### src/rtl/morse_pkg.sv
// ============================================================================
// morse_pkg : shared code constants, FSM state and pattern types for the keyer
// Revision  : 1.0
// ============================================================================
`default_nettype none

package morse_pkg;

   localparam logic [5:0] CODE_SPACE     = 6'd36;
   localparam logic [5:0] CODE_MAX_VALID = 6'd36;

   typedef enum logic [2:0] {
      ST_IDLE  = 3'd0,
      ST_START = 3'd1,
      ST_MARK  = 3'd2,
      ST_EGAP  = 3'd3,
      ST_CGAP  = 3'd4
   } state_t;

   // pat[0] is the first element sent; 1 = dash, 0 = dot
   typedef struct packed {
      logic [4:0] pat;
      logic [2:0] len;
   } pattern_t;

endpackage

`default_nettype wire

### src/rtl/morse_rom.sv
// ============================================================================
// morse_rom : combinational character code to element pattern lookup
// Revision  : 1.0
// ============================================================================
`default_nettype none

module morse_rom
   import morse_pkg::*;
(
   input  logic [5:0] code,
   output pattern_t   pattern
);

   always_comb begin
      pattern = '{5'b00000, 3'd0};
      case (code)
         6'd0 :  pattern = '{5'b00010, 3'd2};   // A .-
         6'd1 :  pattern = '{5'b00001, 3'd4};   // B -...
         6'd2 :  pattern = '{5'b00101, 3'd4};   // C -.-.
         6'd3 :  pattern = '{5'b00001, 3'd3};   // D -..
         6'd4 :  pattern = '{5'b00000, 3'd1};   // E .
         6'd5 :  pattern = '{5'b00100, 3'd4};   // F ..-.
         6'd6 :  pattern = '{5'b00011, 3'd3};   // G --.
         6'd7 :  pattern = '{5'b00000, 3'd4};   // H ....
         6'd8 :  pattern = '{5'b00000, 3'd2};   // I ..
         6'd9 :  pattern = '{5'b01110, 3'd4};   // J .---
         6'd10:  pattern = '{5'b00101, 3'd3};   // K -.-
         6'd11:  pattern = '{5'b00010, 3'd4};   // L .-..
         6'd12:  pattern = '{5'b00011, 3'd2};   // M --
         6'd13:  pattern = '{5'b00001, 3'd2};   // N -.
         6'd14:  pattern = '{5'b00111, 3'd3};   // O ---
         6'd15:  pattern = '{5'b00110, 3'd4};   // P .--.
         6'd16:  pattern = '{5'b01011, 3'd4};   // Q --.-
         6'd17:  pattern = '{5'b00010, 3'd3};   // R .-.
         6'd18:  pattern = '{5'b00000, 3'd3};   // S ...
         6'd19:  pattern = '{5'b00001, 3'd1};   // T -
         6'd20:  pattern = '{5'b00100, 3'd3};   // U ..-
         6'd21:  pattern = '{5'b01000, 3'd4};   // V ...-
         6'd22:  pattern = '{5'b00110, 3'd3};   // W .--
         6'd23:  pattern = '{5'b01001, 3'd4};   // X -..-
         6'd24:  pattern = '{5'b01101, 3'd4};   // Y -.--
         6'd25:  pattern = '{5'b00011, 3'd4};   // Z --..
         6'd26:  pattern = '{5'b11111, 3'd5};   // 0 -----
         6'd27:  pattern = '{5'b11110, 3'd5};   // 1 .----
         6'd28:  pattern = '{5'b11100, 3'd5};   // 2 ..---
         6'd29:  pattern = '{5'b11000, 3'd5};   // 3 ...--
         6'd30:  pattern = '{5'b10000, 3'd5};   // 4 ....-
         6'd31:  pattern = '{5'b00000, 3'd5};   // 5 .....
         6'd32:  pattern = '{5'b00001, 3'd5};   // 6 -....
         6'd33:  pattern = '{5'b00011, 3'd5};   // 7 --...
         6'd34:  pattern = '{5'b00111, 3'd5};   // 8 ---..
         6'd35:  pattern = '{5'b01111, 3'd5};   // 9 ----.
         default: pattern = '{5'b00000, 3'd0};
      endcase
   end

endmodule

`default_nettype wire

### src/rtl/morse_keyer.sv
// ============================================================================
// morse_keyer : serialises one Morse character at a time into a key waveform.
//               Define MORSE_INT_TICK_EN to derive the unit tick from clk/TICK_DIV.
// Revision    : 1.0
// ============================================================================
`default_nettype none

module morse_keyer
   import morse_pkg::*;
#(
   parameter int DASH_UNITS = 3,
   parameter int CGAP_UNITS = 3,
   parameter int WGAP_UNITS = 4,
   parameter int TICK_DIV   = 5000000
) (
   input  logic       clk,
   input  logic       reset_n,
   input  logic       tick_in,
   input  logic       char_valid,
   input  logic [5:0] char_code,
   output logic       char_ready,
   output logic       key_out,
   output logic       busy,
   output logic       err_invalid
);

   state_t     state, state_nxt;
   logic [3:0] cnt, cnt_nxt;
   logic [4:0] elems, elems_nxt;
   logic [2:0] rem, rem_nxt;
   logic       key_nxt, err_nxt;
   logic       accept;
   logic       tick;
   pattern_t   rom_pat;

   morse_rom u_rom (
      .code    (char_code),
      .pattern (rom_pat)
   );

`ifdef MORSE_INT_TICK_EN
   localparam int DIV_W = $clog2(TICK_DIV);
   logic [DIV_W-1:0] div_cnt;
   logic             tick_in_unused;

   assign tick_in_unused = tick_in;
   assign tick           = (div_cnt == DIV_W'(TICK_DIV - 1));

   // Cleared on accept so the first unit of a character is always full length
   always_ff @(posedge clk) begin
      if (!reset_n || accept || tick)
         div_cnt <= '0;
      else
         div_cnt <= div_cnt + 1'b1;
   end
`else
   logic tick_div_unused;

   assign tick_div_unused = (TICK_DIV >= 2);
   assign tick            = tick_in;
`endif

   always_ff @(posedge clk) begin
      if (!reset_n) begin
         state       <= ST_IDLE;
         cnt         <= '0;
         elems       <= '0;
         rem         <= '0;
         key_out     <= 1'b0;
         err_invalid <= 1'b0;
      end else begin
         state       <= state_nxt;
         cnt         <= cnt_nxt;
         elems       <= elems_nxt;
         rem         <= rem_nxt;
         key_out     <= key_nxt;
         err_invalid <= err_nxt;
      end
   end

   always_comb begin
      state_nxt = state;
      cnt_nxt   = cnt;
      elems_nxt = elems;
      rem_nxt   = rem;
      key_nxt   = key_out;
      err_nxt   = 1'b0;
      accept    = 1'b0;
      case (state)
         ST_IDLE: begin
            if (char_valid) begin
               accept = 1'b1;
               if (char_code < CODE_SPACE) begin
                  elems_nxt = rom_pat.pat;
                  rem_nxt   = rom_pat.len;
                  state_nxt = ST_START;
               end else if (char_code == CODE_SPACE) begin
                  cnt_nxt   = 4'(WGAP_UNITS);
                  state_nxt = ST_CGAP;
               end else if (char_code > CODE_MAX_VALID) begin
                  err_nxt   = 1'b1;
               end
            end
         end
         ST_START: begin
            if (tick) begin
               key_nxt   = 1'b1;
               cnt_nxt   = elems[0] ? 4'(DASH_UNITS) : 4'd1;
               state_nxt = ST_MARK;
            end
         end
         ST_MARK: begin
            if (tick) begin
               if (cnt == 4'd1) begin
                  key_nxt = 1'b0;
                  // Shift now so elems[0] already names the next element in EGAP
                  if (rem > 3'd1) begin
                     cnt_nxt   = 4'd1;
                     elems_nxt = elems >> 1;
                     rem_nxt   = rem - 3'd1;
                     state_nxt = ST_EGAP;
                  end else begin
                     cnt_nxt   = 4'(CGAP_UNITS);
                     state_nxt = ST_CGAP;
                  end
               end else begin
                  cnt_nxt = cnt - 4'd1;
               end
            end
         end
         ST_EGAP: begin
            if (tick) begin
               if (cnt == 4'd1) begin
                  key_nxt   = 1'b1;
                  cnt_nxt   = elems[0] ? 4'(DASH_UNITS) : 4'd1;
                  state_nxt = ST_MARK;
               end else begin
                  cnt_nxt = cnt - 4'd1;
               end
            end
         end
         ST_CGAP: begin
            if (tick) begin
               if (cnt == 4'd1)
                  state_nxt = ST_IDLE;
               else
                  cnt_nxt = cnt - 4'd1;
            end
         end
         default: state_nxt = ST_IDLE;
      endcase
   end

   always_comb begin
      char_ready = (state == ST_IDLE);
      busy       = (state != ST_IDLE);
   end

endmodule

`default_nettype wire

### config.mk
export PLATFORM = sky130hd
export DESIGN_NAME = morse_keyer
export DESIGN_NICKNAME = d
export VERILOG_FILES = /design/src/rtl/morse_pkg.sv /design/src/rtl/morse_rom.sv /design/src/rtl/morse_keyer.sv
export SDC_FILE = /design/constraint.sdc
export NUM_CORES = 1
export LEC_CHECK = 0
export BUFFER_PORTS_ARGS = -buffer_cell sky130_fd_sc_hd__buf_2
export CORE_MARGIN = 2
export CORE_UTILIZATION = 45
export CTS_BUF_LIST = sky130_fd_sc_hd__clkbuf_8
export CTS_CLUSTER_DIAMETER = 50
export DETAILED_ROUTE_END_ITERATION = 10
export HOLD_SLACK_MARGIN = 0.06
export PLACE_DENSITY = 0.64
export SLEW_MARGIN = 20
export SYNTH_ARGS = -nofsm -noshare
export SYNTH_HDL_FRONTEND = slang
export SYNTH_HIERARCHICAL = 1
export SYNTH_SLANG_ARGS = --single-unit
### constraint.sdc
create_clock -name clk -period 1.8 [get_ports clk]
set_input_delay 0.36 -clock clk [delete_from_list [all_inputs] [get_ports clk]]
set_output_delay 0.36 -clock clk [all_outputs]
set_load 0.1 [all_outputs]
# Word level (Yosys, flattened, before mapping)
# Memories as Yosys holds them, arrays and structs flattened.
# Index checks and enable logic that the tools add are counted.
dict set report classes {
  n_lt_le_gt_ge 3
  n_eq_ne 20
  mux 44
  addsub 2
  n_bitwise 3
  n_reduce_logical 10
}
# operator n
set op_table {}
lappend op_table {{3-bit two-way mux} 16}
lappend op_table {{4-bit two-way mux} 10}
lappend op_table {{5-bit two-way mux} 5}
lappend op_table {{2-bit != test (second input constant)} 11}
lappend op_table {{4-bit one-hot mux with 5 select lines} 1}
lappend op_table {{9-bit AND reduction} 2}
lappend op_table {{3-bit one-hot mux with 5 select lines} 1}
lappend op_table {{6-bit AND reduction} 2}
lappend op_table {{5-bit one-hot mux with 2 select lines} 1}
lappend op_table {{3-bit by 2-bit equality test with 1-bit output (second input constant)} 2}
lappend op_table {{6-bit equality test (second input constant)} 1}
lappend op_table {{6-bit greater-than comparator (second input constant)} 1}
lappend op_table {{6-bit < comparator (second input constant)} 1}
lappend op_table {{1-bit two-way mux} 6}
lappend op_table {{3-bit one-hot mux with 2 select lines} 1}
lappend op_table {{3-bit nonzero test} 2}
lappend op_table {{5-bit nonzero test} 1}
lappend op_table {{5-bit OR reduction} 1}
lappend op_table {{4-bit by 1-bit equality test with 1-bit output (second input constant)} 1}
lappend op_table {{2-bit two-way mux} 2}
lappend op_table {{2-bit by 1-bit != test with 1-bit output (second input constant)} 2}
lappend op_table {{4-bit by 1-bit subtractor with 4-bit output (second input constant)} 1}
lappend op_table {{3-bit by 1-bit equality test with 1-bit output (second input constant)} 1}
lappend op_table {{3-bit equality test (second input constant)} 1}
lappend op_table {{7 further kinds} 9}
dict set report word_totals {
  mem_count 1
  reg_bits 17
  out_inout_bits 4
  mem_bits_ro 512
}
# memory words word_bits rd rd_clocked_by_memory_dff wr line
set mem_list {}
lappend mem_list {{(no name shown)} 64 8 1 0 0 morse_rom.sv:16} ;# case (code)

# Longest topological paths before layout
dict set report depth {
  ltp_word 5
  ltp_mapped 10
  ltp_nobuf 9
}

# Hierarchy
# Netlist, hierarchy kept.
# mod cells_per_inst area_per_inst_um2 n_inst
set modules_own_cells {}
lappend modules_own_cells {morse_keyer 138 1114.8 1}
lappend modules_own_cells {morse_rom 81 619.3 1}

# Least setup slack after synthesis
# No wires, ideal clock.
dict set report synth_timing {
  path_type {register -> register}
  start {register state[2]}
  end {register cnt[3]}
  arrival_time_ps 2402
  path_buffers 1
  path_stages_with_launch 7
  required_time_ps 1730
  path_slack_ps -672
  path_cell_list {dfxtp_1 > buf_2 > nor3_4 > and3_1 > a32oi_2 > or4_1 > a21oi_1}
}
dict set report synth_between {
  elab_chain_cells 3
  elab_cells_between_ends 16
}
# element line
set synth_lines {}
lappend synth_lines {{start, declared} morse_keyer.sv:27} ;# state_t state, state_nxt;
lappend synth_lines {{start signal, assigned} morse_keyer.sv:72} ;# state <= state_nxt;
lappend synth_lines {{3-bit zero test (*)} --}
lappend synth_lines {{named net char_ready} morse_keyer.sv:21} ;# output logic char_ready,
lappend synth_lines {{5-bit nonzero test (no source line), or another cell as far along} --}
lappend synth_lines {{9-bit AND reduction (no source line)} --}
lappend synth_lines {{end signal, assigned} morse_keyer.sv:73} ;# cnt <= cnt_nxt;
lappend synth_lines {{end, declared} morse_keyer.sv:28} ;# logic [3:0] cnt, cnt_nxt;
# The timed path passes the listed nets; every way through them passes the cells marked *.
# A chain may end at the register's enable or synchronous reset.

# Final worst setup path
dict set report layout_timing {
  start {register state[1]}
  end {register state[0]}
}
dict set report layout_between {
  elab_chain_cells 3
  elab_cells_between_ends 16
}
# element line
set layout_lines {}
lappend layout_lines {{3-bit equality test, or another cell as far along} morse_keyer.sv:89} ;# case (state)
lappend layout_lines {{2-bit != test (no source line) / 3-bit by 1-bit != test with 1-bit output (equally long branches)} --}
lappend layout_lines {{9-bit AND reduction (no source line)} --}
# Several ways; a longest one is shown, not always the timed one.

==> parameters.txt <==
Parameter                              Value

Run status
  Result of the run ... finished clean

Clocking
  Clock latency on the worst-skew pair ... 0.26 ns
  Root Buffer Master ... clkbuf_8
  Clock slew at the register clock pins of the worst setup and hold paths ... roughly 0.080 ns
  Clock buffer depth ... 2
  CTS tree ... built
  Htree depth ... 1
  Post-CTS Hold Fix Bufs ... 0
  Total clock buffers created by CTS ... 3
  CTS sink count ... 17

Global route
  Total global routing track utilization ... 0.223
  Maximum number of pins on one net before global-route repair ... 13
  Total overflow reported by the global router ... 0
  First-pass GRT wire length ... 7650 µm
  Number of global-route vias before repair ... around 1700
  Initial antenna violation count ... 0

STA
  Sum of negative setup slack ... 0 ns
  Worst-case headroom to the max-slew limit ... 0.678
  Top achievable clock speed ... 565 MHz
  Number of setup violations in the final report ... 0
  Setup repair after global routing missed its margin ... yes
  Hold violation total from the final report ... 0
  Setup skew after layout ... between 0.01 and 0.015 ns
  Min cycle time layout ... between 1.5 and 2 ns
  Slew at the pin with the worst max-slew slack ... 0.486 ns
  Number of pins exceeding their max-slew limit in the final report ... 0
  Period utilization ... 0.983

Die
  Die extent in y ... 66.1 µm
  Die area ... between 4000 and 5000 µm²
  I/O Pins ... 14
  Floorplan die width ... 66.1 µm
  Initial Utilization ... 0.470
  Core Box Area ... 3690 µm²
  # rows ... 22

Finish
  Final #Nets ... 287
  Layout Cell Area excl Fill ... between 2000 and 2500 µm²
  Number of filler instances in the final layout ... 338
  Fraction of final layout cells sized beyond drive strength 1 ... 0.343
  # diodes ... 0
  Storage cell area ... 343 µm²
  Multi-input combinational cell area ... approximately 1300 µm²
  Area growth, synth to finish ... 33.5%

Min path
  Class of the tightest hold or removal check ... primary input to register

Routing
  Final WL ... 4560 µm
  Routed WL per cell ... about 15 µm
  Via count of the routed design ... about 1800
  DR vias/cell ... 5.73
  DRC viols ... 0
  Count of antenna-violating nets left after detailed routing ... 0
  Number of detailed-routing iterations run before antenna repair ... 4
  Iter 0 DRT Violations ... approximately 140

Setup path
  Beginning of the critical path ... state[1]$_SDFFE_PN0P_
  Timing endpoint of the critical path ... state[0]$_SDFFE_PN0P_
  Sort of element at the start of the critical path ... register
  Endpoint class of the critical path ... register
  Worst endpoint data arrival time ... roughly 1.9 ns
  Depth of the most critical reg-to-reg path ... 6
  Slowest cell on the critical path ... or3b_1
  Worst Path Required ... 1.96 ns
  Ordered cell list for the critical path ... or3b_1, a31o_1, a311oi_4, buf_4, nor2_2, o21a_1
  Critical Path Max Stage Delay ... between 0.3 and 0.4 ns
  Setup CP Type ... register to register
  Reg2Reg Capture Point ... state[0]$_SDFFE_PN0P_
  Largest fanout on the critical path ... 6
  Critical register-to-register path startpoint ... state[1]$_SDFFE_PN0P_
  Worst R2R Setup Slack ... 0.03 ns

Power and ir drop
  Internal Pwr Total ... 1020 µW
  Switching pwr ... 717 µW
  Sw frac ... 0.412
  Relative contribution of combinational cells to total power ... 0.571
  Leak Pwr ... 0.000966 µW
  Fraction of power consumed by the clock network ... 0.170
  IR Drop Worst-Case VDD ... 0.352 mV
  Share of total power in sequential cells ... 0.259
  Power density over the cells ... 752 nW/µm²

Logic synthesis
  Top-area cell type share of the netlist area ... 0.196
  Total of flip-flops plus latches after synthesis ... 17
  Average footprint of a synthesized cell ... 7.92 µm²
  EDFF count, synth ... 0
  Number of warnings issued by yosys ... 6
  Sequential area share after synthesis ... 0.196
  Async set-reset flop share out of synthesis ... 0
  Library cell with the largest summed area after synthesis ... dfxtp_1
  Synth top area cells ... dfxtp_1, ha_1, mux2i_1, nor2_1, nor2b_1
  Net count after synthesis ... 240
  Post-synth top flop ... dfxtp_1
  Number of different library cells in the post-synthesis netlist ... 65
  Post-synthesis instance area ... ~1700 µm²
  Cell count after synthesis ... about 220

Run
  Maximum capacitance violations ... 0

Place
  Routability congestion estimate ... 0.894
  Placed standard-cell area ... approximately 2100 µm²
  Sum of net half-perimeters after detailed placement ... ~3400 µm
  Number of I/O port buffers ... 13
==> flip-flops by register name, indices dropped and copies added (netlist names) <==
register and count:
cnt 4, elems 5, err_invalid 1, key_out 1, rem 3, state 3
==> logic make-up (layout without fill, tap and decap cells) <==
group	Yosys count	count (layout)	synth area share
adders and majority gates	11	11	0.0794
buffers and inverters	30	76	0.0851
DFF	17	17	0.196
and+or+nand+nor	87	87	0.289
muxes	11	11	0.0722
AOI/OAI and AO/OA	63	63	0.278
==> cells in the mapped netlist, types with 3 or more instances <==
| master | number |
|---|---|
| o31ai_1 | 3 |
| ha_1 | 11 |
| o21ai_1 | 8 |
| nand2_1 | 19 |
| a21oi_1 | 10 |
| or3b_1 | 4 |
| a211o_1 | 3 |
| dfxtp_1 | 17 |
| buf_2 | 10 |
| nand2b_1 | 3 |
| nor2_1 | 21 |
| a311oi_1 | 6 |
| inv_1 | 13 |
| o21ai_0 | 4 |
| nand3_1 | 3 |
| nor2b_1 | 12 |
| mux2i_1 | 8 |
==> power groups by stage <==
| stage | clock [µW] | sequential (µW) | combinational, µW |
|---|---|---|---|
| after floorplan | 0 | 471 | 560 |
| final | 295 | 451 | 993 |
| after global placement | 0 | 451 | 870 |
| after CTS | 304 | 444 | 913 |
| after detailed placement | 0 | 453 | 882 |
| after global routing | 321 | 456 | 1070 |
==> metrics by stage <==
step	setup slack (ns)	std cells	hold WS, ns	total power (µW)	util
floorplan	-0.592	219	0.453	1030	-
global placement	-0.0428	303	0.466	1320	0.577
detailed placement	-0.0990	303	0.468	1330	0.577
CTS	0.000271	308	0.415	1660	0.598
global route	-0.0779	313	0.427	1840	0.628
finish	0.0301	313	0.410	1740	0.628
==> final cells by class <==
| type | count | share of cell area |
|---|---|---|
| Tap cell | 48 | 0.0259 |
| Inverter | 14 | 0.0227 |
| Sequential cell | 17 | 0.148 |
| Clock buffer | 3 | 0.0178 |
| Timing Repair Buffer | 58 | 0.204 |
| Multi-Input combinational cell | 172 | 0.579 |
| Clock inverter | 1 | 0.00216 |
==> routing by layer <==
layer	track usage	up-vias	share of wire
met5	0	-	0
met4	0.0995	0	0.021
met3	0.0358	10	0.048
met2	0.370	47	0.47
met1	0.282	844	0.46
li1	-	891	-
==> worst max-delay path, delay by kind of cell, from the launching register on <==
kind | cells | cell delay, ns
AO/OA/AOI/OAI | 3 | 0.71
AND/OR/NAND/NOR | 2 | 0.42
flip-flops | 1 | 0.36
buffers and inverters | 1 | 0.18
==> worst min-delay path by stage <==
| stage | endpoint | slack [ns] | start | cells after the start |
|---|---|---|---|---|
| 3_5_place_dp | elems[0]$_SDFFE_PN0P_ | 0.47 | elems[1]$_SDFFE_PN0P_ | 2 |
| 2_1_floorplan | elems[3]$_SDFFE_PN0P_ | 0.45 | elems[4]$_SDFFE_PN0P_ | 2 |
| 5_1_grt | state[0]$_SDFFE_PN0P_ | 0.43 | reset_n | 2 |
| 6_report | key_out$_SDFFE_PN0P_ | 0.41 | reset_n | 3 |
| 4_1_cts | key_out$_SDFFE_PN0P_ | 0.41 | reset_n | 3 |
| 3_3_place_gp | elems[1]$_SDFFE_PN0P_ | 0.47 | elems[2]$_SDFFE_PN0P_ | 2 |
==> layout by cell type (no fill, tap or decap), types with 3 or more instances in the layout <==
cell and instances:
or3b_1 3, o21ai_1 8, nand3_1 3, buf_2 11, ha_1 10, buf_6 4
o21ai_0 4, inv_1 12, a211o_1 3, buf_12 4, nor2_1 18, nand2_1 19
o31ai_1 3, nor2b_1 12, a21oi_1 9, mux2i_1 8, buf_4 39, nand2b_1 3
clkbuf_8 3, dfxtp_1 15, nor2_2 3, a311oi_1 6
==> timing repair <==
| action | 4_1_cts | 5_1_grt |
|---|---|---|
| buffers inserted | 1 | 5 |
| endpoints found under the setup margin | 9 | 14 |
| gates resized for setup | 3 | 18 |
| pin swaps | 2 | 10 |
| gates cloned | 0 | 0 |
Power figures use the tool's default switching activity.
